<file path="src/rtl/multicycle_control.sv">
// rtl/multicycle_control.sv - multi-cycle instruction sequencer with handshaked memory ports
module multicycle_control #(
    parameter int OPCODE_W = 4,
    parameter int FUNCT_W  = 2,
    parameter int ALU_OP_W = 4,
    parameter int TIMEOUT  = 0,
    parameter int CNT_W    = 32
) (
    input  logic                clk,
    input  logic                reset,
    input  logic [OPCODE_W-1:0] opcode,
    input  logic [FUNCT_W-1:0]  funct,
    output logic                fetch_req,
    input  logic                fetch_ack,
    output logic                mem_req,
    output logic                mem_we,
    input  logic                mem_ack,
    input  logic                zero,
    output logic                ir_write,
    output logic                pc_write,
    output logic                pc_src,
    output logic                alu_operation,
    output logic [ALU_OP_W-1:0] alu_operation_type,
    output logic                write_register,
    output logic                wb_sel,
    output logic                branch,
    output logic                illegal_op,
    output logic                bus_error,
    output logic [CNT_W-1:0]    instr_count
);

    typedef enum logic [2:0] {
        S_FETCH,
        S_DECODE,
        S_EXECUTE,
        S_MEM,
        S_WRITEBACK
    } state_t;

    localparam logic [1:0] CLS_ALU = 2'd0;
    localparam logic [1:0] CLS_LW  = 2'd1;
    localparam logic [1:0] CLS_SW  = 2'd2;
    localparam logic [1:0] CLS_BEQ = 2'd3;

    localparam int WAIT_W = (TIMEOUT > 0) ? $clog2(TIMEOUT + 1) : 1;
    localparam logic [WAIT_W-1:0] WAIT_LAST = (TIMEOUT > 0) ? WAIT_W'(TIMEOUT - 1) : '0;

    state_t              state;
    logic [OPCODE_W-1:0] opcode_q;
    logic [1:0]          funct_q;
    logic [WAIT_W-1:0]   wait_cnt;
    logic [CNT_W-1:0]    count_q;

    logic       op_legal;
    logic [1:0] op_class;
    logic       timeout_hit;
    logic       unused_funct;

    // Only the two low funct bits select the ALU operation
    assign unused_funct = ^funct;

    assign op_legal    = (opcode_q <= OPCODE_W'(3));
    assign op_class    = opcode_q[1:0];
    // Current cycle is the TIMEOUT-th request cycle of this handshake
    assign timeout_hit = (TIMEOUT > 0) && (wait_cnt == WAIT_LAST);
    assign instr_count = count_q;

    // Output decode from state plus live handshake inputs, all forced low during reset
    always_comb begin
        fetch_req          = 1'b0;
        mem_req            = 1'b0;
        mem_we             = 1'b0;
        ir_write           = 1'b0;
        pc_write           = 1'b0;
        pc_src             = 1'b0;
        alu_operation      = 1'b0;
        alu_operation_type = '0;
        write_register     = 1'b0;
        wb_sel             = 1'b0;
        branch             = 1'b0;
        illegal_op         = 1'b0;
        bus_error          = 1'b0;
        if (!reset) begin
            case (state)
                S_FETCH: begin
                    fetch_req = 1'b1;
                    if (fetch_ack) begin
                        ir_write = 1'b1;
                    end else if (timeout_hit) begin
                        bus_error = 1'b1;
                    end
                end
                S_DECODE: begin
                    if (!op_legal) begin
                        illegal_op = 1'b1;
                        pc_write   = 1'b1;
                    end
                end
                S_EXECUTE: begin
                    case (op_class)
                        CLS_ALU: begin
                            alu_operation      = 1'b1;
                            alu_operation_type = ALU_OP_W'(funct_q) + ALU_OP_W'(1);
                        end
                        CLS_BEQ: begin
                            alu_operation_type = ALU_OP_W'(2);
                            branch             = 1'b1;
                            pc_write           = 1'b1;
                            pc_src             = zero;
                        end
                        default: alu_operation_type = ALU_OP_W'(1);
                    endcase
                end
                S_MEM: begin
                    mem_req = 1'b1;
                    mem_we  = (op_class == CLS_SW);
                    if (mem_ack) begin
                        pc_write = (op_class == CLS_SW);
                    end else if (timeout_hit) begin
                        bus_error = 1'b1;
                        pc_write  = 1'b1;
                    end
                end
                S_WRITEBACK: begin
                    write_register = 1'b1;
                    wb_sel         = (op_class == CLS_LW);
                    pc_write       = 1'b1;
                end
                default: ;
            endcase
        end
    end

    // Sequencer state, instruction capture and handshake wait counter
    always_ff @(posedge clk or posedge reset) begin
        if (reset) begin
            state    <= S_FETCH;
            opcode_q <= '0;
            funct_q  <= '0;
            wait_cnt <= '0;
        end else begin
            case (state)
                S_FETCH: begin
                    if (fetch_ack) begin
                        opcode_q <= opcode;
                        funct_q  <= funct[1:0];
                        wait_cnt <= '0;
                        state    <= S_DECODE;
                    end else if (timeout_hit) begin
                        wait_cnt <= '0;
                    end else begin
                        wait_cnt <= wait_cnt + WAIT_W'(1);
                    end
                end
                S_DECODE: begin
                    wait_cnt <= '0;
                    state    <= op_legal ? S_EXECUTE : S_FETCH;
                end
                S_EXECUTE: begin
                    wait_cnt <= '0;
                    case (op_class)
                        CLS_ALU: state <= S_WRITEBACK;
                        CLS_BEQ: state <= S_FETCH;
                        default: state <= S_MEM;
                    endcase
                end
                S_MEM: begin
                    if (mem_ack) begin
                        wait_cnt <= '0;
                        state    <= (op_class == CLS_LW) ? S_WRITEBACK : S_FETCH;
                    end else if (timeout_hit) begin
                        wait_cnt <= '0;
                        state    <= S_FETCH;
                    end else begin
                        wait_cnt <= wait_cnt + WAIT_W'(1);
                    end
                end
                S_WRITEBACK: begin
                    wait_cnt <= '0;
                    state    <= S_FETCH;
                end
                default: begin
                    wait_cnt <= '0;
                    state    <= S_FETCH;
                end
            endcase
        end
    end

    // Retired-instruction counter: PC advances that are neither illegal nor aborted
    always_ff @(posedge clk or posedge reset) begin
        if (reset) begin
            count_q <= '0;
        end else if (pc_write && !illegal_op && !bus_error) begin
            count_q <= count_q + CNT_W'(1);
        end
    end

endmodule

</file>
<file path="config.mk">
export PLATFORM = sky130hd
export DESIGN_NAME = multicycle_control
export DESIGN_NICKNAME = d
export VERILOG_FILES = /design/src/rtl/multicycle_control.sv
export SDC_FILE = /design/constraint.sdc
export NUM_CORES = 1
export LEC_CHECK = 0
export BUFFER_PORTS_ARGS = -buffer_cell sky130_fd_sc_hd__buf_2
export CELL_PAD_IN_SITES_DETAIL_PLACEMENT = 1
export CELL_PAD_IN_SITES_GLOBAL_PLACEMENT = 2
export CORE_ASPECT_RATIO = 0.8
export CORE_MARGIN = 3
export CORE_UTILIZATION = 34
export CTS_CLUSTER_SIZE = 10
export DETAILED_ROUTE_END_ITERATION = 8
export PLACE_DENSITY = 0.88
export SYNTH_ARGS = -nofsm -noshare
export SYNTH_HDL_FRONTEND = slang
export SYNTH_SLANG_ARGS = --single-unit
</file>
<file path="constraint.sdc">
create_clock -name clk -period 5.4 [get_ports clk]
set_clock_uncertainty 0.2 [all_clocks]
set_input_delay 1.08 -clock clk [delete_from_list [all_inputs] [get_ports clk]]
set_output_delay 1.08 -clock clk [all_outputs]
set_load 0.05 [all_outputs]
</file>
==> results by group, run 1 <==
Status
  • Outcome: finished, final reports clean

Global routing
  • Global Route Usage Sum: 0.155
  • Vias in the first global route: 1872
  • Initial antenna violation count: 0
  • Largest net degree at the start of global routing: 42
  • Global-route wire length before repair: 9090 um
  • Total gr overflow: 0

Setup path
  • Crit path launch type: input pin
  • Critical Path, Cell by Cell: buf_2 > and4_1 > o21ai_2 > buf_4 > nand2_1 > buf_2
  • CP max FO: 23
  • Reg2reg start: state[0]
  • Reg2reg setup slack: 3.08 ns
  • Crit Path Class: in2out
  • Worst Reg-to-Reg Cells: 6
  • Arrival time worst endpoint: about 2.1 ns
  • Slowest CP cell: buf_4
  • CP Capture Type: output port
  • Crit path top cell by count: buf_2
  • CP max stage delay: around 0.31 ns
  • WP data required: 4.12 ns
  • Critical R2R Capture: instr_count[21]

Floorplanning
  • Ports: 59
  • Initial Util: 0.361
  • Die area: 0.00749 sq mm
  • Standard-cell rows: 25
  • Chip height: 78 um
  • Die W: 96.0 um
  • Core area: 0.00610 sq mm

Placement
  • Port bufs: 56
  • Placed instance area: roughly 0.0026 sq mm
  • Gp weighted congestion: 0.813
  • Placed cells: 347
  • HPWL Detailed: roughly 4000 um

STA
  • Hold WS: 0.263 ns
  • Total negative slack: 0 ns
  • Max_slew headroom: 0.488
  • Max Clk Rate: 0.296 GHz
  • Least-Margin Pin Slew: ~0.77 ns
  • Unrepaired setup endpoints after global routing: false
  • Hold Vio Cnt, Final: 0
  • Tmin final: 3.38 ns
  • Final worst-path cycle share: 0.626
  • Final setup violation count: 0
  • Slew Limit Fails: 0

Clock network
  • Reg clk slew, reported paths: roughly 0.080 ns
  • CTS tree: yes
  • H-tree depth: 2
  • Clk_lat worst skew: approximately 0.29 ns
  • Root Driver: clkbuf_8
  • Setup Buffers After CTS: 0
  • Total clock sinks: 41
  • Resized Gates After CTS: 0
  • TritonCTS Buffers: 5
  • Buffer depth of the longest clock path: 2
  • Number of hold buffers added after CTS: 0

Flow run
  • Max cap viols: 0

Logic synthesis
  • Mapped Cells: 216
  • Synth top area cells: dfrtp_1 47%, xor2_1 9.1%, ha_1 4.0%
  • Mapped Area: 0.00220 sq mm
  • Ys flop type: dfrtp_1
  • Async S/R FF share, synth: 1.00
  • Commonest cells post-synth: 41 x dfrtp_1, 23 x xor2_1, 17 x nand2_1, 16 x nor3_1, 13 x nor2_1
  • Number of distinct library cells after synthesis: 36
  • Number of synthesized flops with an enable pin: 0
  • Synth area leader: dfrtp_1
  • Count leader, synth: dfrtp_1
  • Share of the synthesized area in the top cell type: 0.466
  • Syn Area/Cell: 10.2 sq um
  • Warnings, synthesis: 0
  • Sequential cell area fraction in the yosys report: 0.466
  • #FFs+latches synth: 41

Route
  • DRC Markers: 0
  • Per-cell routed wire length: 14.6 um
  • Overall routed net length: 5200 um
  • Drt pass-1 iters: 4
  • Post-DRT Antenna Nets: 0
  • 1st-iter DRT viols: 65
  • Via density: between 4 and 5
  • Via Count: 1756

Power and ir drop
  • Pwr Density: 365 mW/mm^2
  • Static leakage: between 1 and 1.5 nW
  • Max VDD drop: around 170 uV
  • Total chip power: 0.962 mW

Worst hold path
  • Hold Path Depth: 1
  • Hold EP: instr_count[31]
  • Hold crit path type: reg2reg
  • Hold Startpoint: instr_count[31]

Finish
  • NumNets Final: slightly below 300
  • Layout cell share with drive strength beyond 1: 0.296
  • Area growth, synth to finish: 19.5%
  • Antenna cells: 0
  • Final Non-Filler Cells: 355
  • Fillers: 754
  • Final Cell Area: 0.00263 sq mm
## sequential cells by signal, summed over array words and instances (netlist names)
name,count
instr_count,32
opcode_q,4
state,3
funct_q,2
## metrics by stage
step,worst slack (ns),util
2_1_floorplan,0.741,-
3_3_place_gp,2.03,0.418
3_5_place_dp,2.01,0.418
4_1_cts,2.01,0.432
5_1_grt,1.91,0.432
6_report,2.02,0.432
## cell families (layout without fill, tap and decap cells)
kind of cell / after synthesis / count (layout) / synth area share
flops: 41 / 41 / 0.466
xor+xnor: 31 / 31 / 0.123
other cells: 1 / 2 / 0.00170
simple gates: 95 / 95 / 0.251
fa+ha+maj: 7 / 7 / 0.0397
mux: 5 / 5 / 0.0256
buf+inv: 21 / 78 / 0.0443
compound gates: 15 / 15 / 0.0488
## worst max-delay path by stage
stage,from,endpoint,slack [ns]
global route,state[0],pc_write,1.91
global placement,mem_ack,pc_write,2.03
CTS,mem_ack,pc_write,2.01
floorplan,reset,wb_sel,0.74
detailed placement,mem_ack,pc_write,2.01
finish,mem_ack,pc_write,2.02
## worst max-delay path: cells and delay by family
family | cells | cell delay [ns]
buffers and inverters | 3 | 0.64
and+or+nand+nor | 2 | 0.28
AOI/OAI and AO/OA | 1 | 0.11
## power by group
| group | switching (mW) | leakage [nW] | total, mW | internal (mW) |
|---|---|---|---|---|
| sequential | 0.0671 | 0.517 | 0.417 | 0.350 |
| clock | 0.106 | 0.0450 | 0.196 | 0.0897 |
| combinational | 0.228 | 0.798 | 0.350 | 0.121 |
| total | 0.401 | 1.36 | 0.962 | 0.561 |
## cell usage in the layout, fill, tap and decap left out, types with 2 or more instances in the layout
master / n
nor4_2: 6
clkbuf_8: 5
a211oi_1: 4
conb_1: 2
dfrtp_1: 41
nand4_1: 6
nor2_1: 13
inv_1: 12
and3_1: 3
xnor2_1: 8
nor4_1: 4
nand3b_1: 2
clkinv_2: 2
buf_4: 2
o21ai_2: 2
nor4b_1: 4
buf_2: 56
mux2_2: 5
ha_1: 7
xor2_1: 23
nand3_1: 9
o21ai_0: 2
nor3b_1: 2
nand2b_1: 2
a21oi_1: 3
nand2_1: 17
and2_1: 5
nor3_1: 16
nor2b_1: 3
## cell type report
class	instances	area, sq um	share of cell area
multi-input cells	155	1080	0.411
flip-flops and latches	41	1030	0.390
repair buffers	58	295	0.112
well taps	81	101	0.0385
clock buffers	6	72.6	0.0276
inverters	12	45.0	0.0171
clock inverters	2	10.0	0.00380
## metal layers
metal,GRT usage,wire length (um)
met1,0.201,2430
met2,0.259,2510
met3,0.0349,219
met4,0.0384,43
met5,0,0
No activity file was read; power rests on OpenSTA's default activity.
==> run 2: changes to the inputs <==
--- a/config.mk
+++ b/config.mk
@@ -5,15 +5,16 @@
 export SDC_FILE = /design/constraint.sdc
 export NUM_CORES = 1
 export LEC_CHECK = 0
+export ABC_AREA = 1
 export BUFFER_PORTS_ARGS = -buffer_cell sky130_fd_sc_hd__buf_2
 export CELL_PAD_IN_SITES_DETAIL_PLACEMENT = 1
 export CELL_PAD_IN_SITES_GLOBAL_PLACEMENT = 2
 export CORE_ASPECT_RATIO = 0.8
 export CORE_MARGIN = 3
-export CORE_UTILIZATION = 34
+export CORE_UTILIZATION = 27
 export CTS_CLUSTER_SIZE = 10
 export DETAILED_ROUTE_END_ITERATION = 8
-export PLACE_DENSITY = 0.88
+export PLACE_DENSITY = 0.82
 export SYNTH_ARGS = -nofsm -noshare
 export SYNTH_HDL_FRONTEND = slang
 export SYNTH_SLANG_ARGS = --single-unit
==> constraint.sdc (replaced) <==
create_clock -name clk -period 2.82 [get_ports clk]
set_clock_uncertainty 0.2 [all_clocks]
set_input_delay 0.564 -clock clk [delete_from_list [all_inputs] [get_ports clk]]
set_output_delay 0.564 -clock clk [all_outputs]
set_load 0.05 [all_outputs]
==> run 2 against run 1 <==
  * Clock-buffer cell count is 1 higher
  * Area after synthesis is 27% higher
  * Combinational power grew to 2.7 times the previous value
  * Final cell count is 73% higher
  * Total power is 140% higher
  * Register-to-register slack worse by 2.4 ns
  * Die area is 55% higher
  * Global-route usage is 0.087 points higher
  * Sequential power is 79% higher
  * Critical path type is now reg2out
  * Critical endpoint unchanged
  * Highest routed layer unchanged
==> results by group, run 2 <==
Setup path
  • Reg2reg setup slack: 0.71 ns (was 3.08 ns)
  • Critical Path, Cell by Cell: nor2_4 > nand3_4 > nand2_2 > nor2_4 > nor2_4 > buf_2 (was buf_2 > and4_1 > o21ai_2 > buf_4 > nand2_1 > buf_2)
  • Crit path top cell by count: nor2_4 (was buf_2)
  • Crit path launch type: flop (was input pin)
  • Worst Reg-to-Reg Cells: 9 (was 6)
  • Reg2reg start: instr_count[2] (was state[0])
  • WP data required: 2.06 ns (was 4.12 ns)
  • Worst Path Buf+Inv: 1 (was 3)
  • CP max stage delay: 0.44 ns (was 0.31 ns)
  • Slowest CP cell: dfrtp_1 (was buf_4)
  • Arrival time worst endpoint: 1.75 ns (was 2.10 ns)
  • CP max FO: 18 (was 23)
  • Critical R2R Capture: instr_count[17] (was instr_count[21])
  • Crit Path Class: reg2out (was in2out)
  • CP top delay family: simple AND/OR/NAND/NOR gates (was buffers and inverters)
  • CP Capture Type: output port (unchanged)

STA
  • Final setup violation count: 0 (unchanged)
  • Tmin final: 2.52 ns
  • Unrepaired setup endpoints after global routing: false (unchanged)
  • Total negative slack: 0 ns (unchanged)
  • Slew Limit Fails: 0 (unchanged)
  • Final worst slack: 0.304 ns (was 2.02 ns)
  • Max Clk Rate: approximately 0.4 GHz
  • Final worst-path cycle share: 0.892
  • Max_slew headroom: 0.517 (was 0.488)
  • Hold WS: 0.312 ns (was 0.263 ns)
  • Hold Vio Cnt, Final: 0 (unchanged)
  • Least-Margin Pin Slew: 0.722 ns (was 0.765 ns)

Floorplanning
  • Initial Util: 0.284 (was 0.361)
  • Chip height: 97.0 um (was 78 um)
  • Standard-cell rows: 32 (was 25)
  • Ports: 59 (unchanged)
  • Die W: 120 um (was 96.0 um)
  • Core area: 0.00985 sq mm (was 0.00610 sq mm)
  • Die area: 0.0116 sq mm (was 0.00749 sq mm)

Logic synthesis
  • Commonest cells post-synth: 184 x nand2_1, 67 x nor2_1, 41 x dfrtp_1, 30 x inv_1, 20 x nand3_1 (was 41 x dfrtp_1, 23 x xor2_1, 17 x nand2_1, 16 x nor3_1, 13 x nor2_1)
  • Sequential cell area fraction in the yosys report: 0.367 (was 0.466)
  • Count leader, synth: nand2_1 (was dfrtp_1)
  • Async S/R FF share, synth: 1.00 (unchanged)
  • Syn Area/Cell: 6.67 sq um (was 10.2 sq um)
  • Synth top area cells: dfrtp_1 37%, nand2_1 25%, nor2_1 9.0% (was dfrtp_1 47%, xor2_1 9.1%, ha_1 4.0%)
  • Number of distinct library cells after synthesis: 30 (was 36)
  • Ys flop type: dfrtp_1 (unchanged)
  • Mapped Area: 0.00280 sq mm (was 0.00220 sq mm)
  • Mapped Cells: 419 (was 216)
  • Warnings, synthesis: 0 (unchanged)
  • Number of synthesized flops with an enable pin: 0 (unchanged)
  • Synth area leader: dfrtp_1 (unchanged)
  • #FFs+latches synth: 41 (unchanged)
  • Share of the synthesized area in the top cell type: 0.367 (was 0.466)

Power and ir drop
  • Comb pwr share: 0.409 (was 0.363)
  • Pint: 1.29 mW (was 0.561 mW)
  • Share of power burned in registers: 0.326 (was 0.433)
  • Max VDD drop: 457 uV (was 170 uV)
  • Net Sw Frac: 0.438 (was 0.417)
  • Total chip power: 2.29 mW (was 0.962 mW)
  • Static leakage: 1.77 nW (was 1.36 nW)
  • Clock Power Share: 0.265 (was 0.204)
  • Reported net switching power: 1.00 mW (was 0.401 mW)
  • Pwr Density: 673 mW/mm^2 (was 365 mW/mm^2)

Global routing
  • Vias in the first global route: 2871 (was 1872)
  • Global Route Usage Sum: 0.156 (was 0.155)
  • Initial antenna violation count: 0 (unchanged)
  • Largest net degree at the start of global routing: 42 (unchanged)
  • Most Crowded Layer GR: met1 (was met2)
  • GRT met3 Usage: 0.0310 (was 0.0349)
  • GRT met1 Usage: 0.235 (was 0.201)
  • Met2 Use GR: 0.232 (was 0.259)
  • Global-route wire length before repair: 14700 um (was 9090 um)
  • Total gr overflow: 0 (unchanged)

Finish
  • Antenna cells: 0 (unchanged)
  • Area growth, synth to finish: 21.8% (was 19.5%)
  • Commonest non-fill, non-tap cell in the layout: nand2_1 (was buf_2)
  • Commonest cells after routing, fill and taps aside: 182 x nand2_1, 65 x nor2_1, 56 x buf_2 (was 56 x buf_2, 41 x dfrtp_1, 23 x xor2_1)
  • Fillers: 1297 (was 754)
  • NumNets Final: 495 (was 291)
  • Final core occ: 0.346 (was 0.432)
  • Layout cell share with drive strength beyond 1: 0.186 (was 0.296)
  • Max reg flops: 32 (unchanged)

Clock network
  • Reg clk slew, reported paths: 0.06 ns (was 0.08 ns)
  • Clk_lat worst skew: 0.29 ns (about the same)
  • Buffer depth of the longest clock path: 2 (unchanged)
  • Setup Buffers After CTS: 0 (unchanged)
  • CTS tree: yes (unchanged)
  • Number of hold buffers added after CTS: 0 (unchanged)
  • Resized Gates After CTS: 0 (unchanged)
  • TritonCTS Buffers: 5 (unchanged)
  • Total clock sinks: 41 (unchanged)
  • Root Driver: clkbuf_16 (was clkbuf_8)
  • H-tree depth: 2 (unchanged)

Route
  • Per-cell routed wire length: 14.4 um (was 14.6 um)
  • Overall routed net length: 8820 um (was 5200 um)
  • Post-DRT Antenna Nets: 0 (unchanged)
  • Drt pass-1 iters: 4 (unchanged)
  • DRC Markers: 0 (unchanged)
  • Via density: 4.56 (was 4.95)
  • Via Count: 2798 (was 1756)
  • 1st-iter DRT viols: 132 (was 65)

Placement
  • HPWL Detailed: 6880 um (was 3930 um)
  • Port bufs: 56 (unchanged)
  • Gp weighted congestion: 0.844 (was 0.813)
  • Setup WS pre-CTS: 0.523 ns (was 2.01 ns)

Worst hold path
  • Hold EP: funct_q[1] (was instr_count[31])
  • Hold Startpoint: funct_q[1] (was instr_count[31])
  • Hold crit path type: reg2reg (unchanged)
  • Hold Path Depth: 1 (unchanged)

Flow run
  • Max cap viols: 0 (unchanged)

Status
  • Outcome: finished, final reports clean (unchanged)
==> run 2: logic make-up (layout without fill, tap and decap cells) <==
| logic type | count (synthesis) | in the layout | synth area share |
|---|---|---|---|
| AOI/OAI and AO/OA | 12 | 12 | 0.0233 |
| xor gates and xnor gates | 12 | 12 | 0.0376 |
| adders and majority gates | 7 | 7 | 0.0313 |
| buffers and inverters | 42 | 100 | 0.0689 |
| DFF | 41 | 41 | 0.367 |
| muxes | 2 | 2 | 0.00806 |
| other | 1 | 2 | 0.00134 |
| and+or+nand+nor | 302 | 302 | 0.462 |
==> run 2: cell type report <==
cell class	count	area [sq um]	share of cell area
clock buffers	7	153	0.0449
well taps	136	170	0.0500
multi-input cells	337	1620	0.475
repair buffers	60	310	0.0912
flip-flops and latches	41	1030	0.301
inverters	32	124	0.0364
clock inverters	1	5.00	0.00147
==> run 2: layer usage <==
layer / up-vias / share of wire / wire [um]
li1: 1406 / - / -
met3: 7 / 0.049 / 430
met1: 1335 / 0.52 / 4610
met2: 50 / 0.42 / 3710
met4: 0 / 0.0076 / 67
met5: - / 0 / 0
==> run 2: how the worst max path moves through the flow <==
stage               slack, ns  depth (start not counted)  startpoint               endpoint
global route             0.19                          6    state[2]               pc_write
CTS                      0.28                          6    state[2]               pc_write
global placement         0.56                          7       reset  alu_operation_type[2]
floorplan               0.007                          6       reset  alu_operation_type[2]
finish                   0.30                          6    state[2]               pc_write
detailed placement       0.52                          7       reset  alu_operation_type[2]
==> run 2: worst register-to-register path, delay by kind of cell, from the launching register on <==
family / cells / cell delay (ns)
and+or+nand+nor: 9 / 1.35
DFF: 1 / 0.45
==> run 2: power groups by stage <==
stage	Sequential [mW]	Combinational (mW)	Clock, mW
2_1_floorplan	0.822	0.672	0
3_3_place_gp	0.752	0.935	0
3_5_place_dp	0.757	0.951	0
4_1_cts	0.746	0.955	0.633
5_1_grt	0.761	1.04	0.651
6_report	0.747	0.937	0.607
==> run 2: per-stage QoR <==
stage          cell area (sq um)  std cells
6_report                    3400        614
4_1_cts                     3400        614
3_5_place_dp                3250        606
2_1_floorplan               2850        420
3_3_place_gp                3250        606
5_1_grt                     3400        614
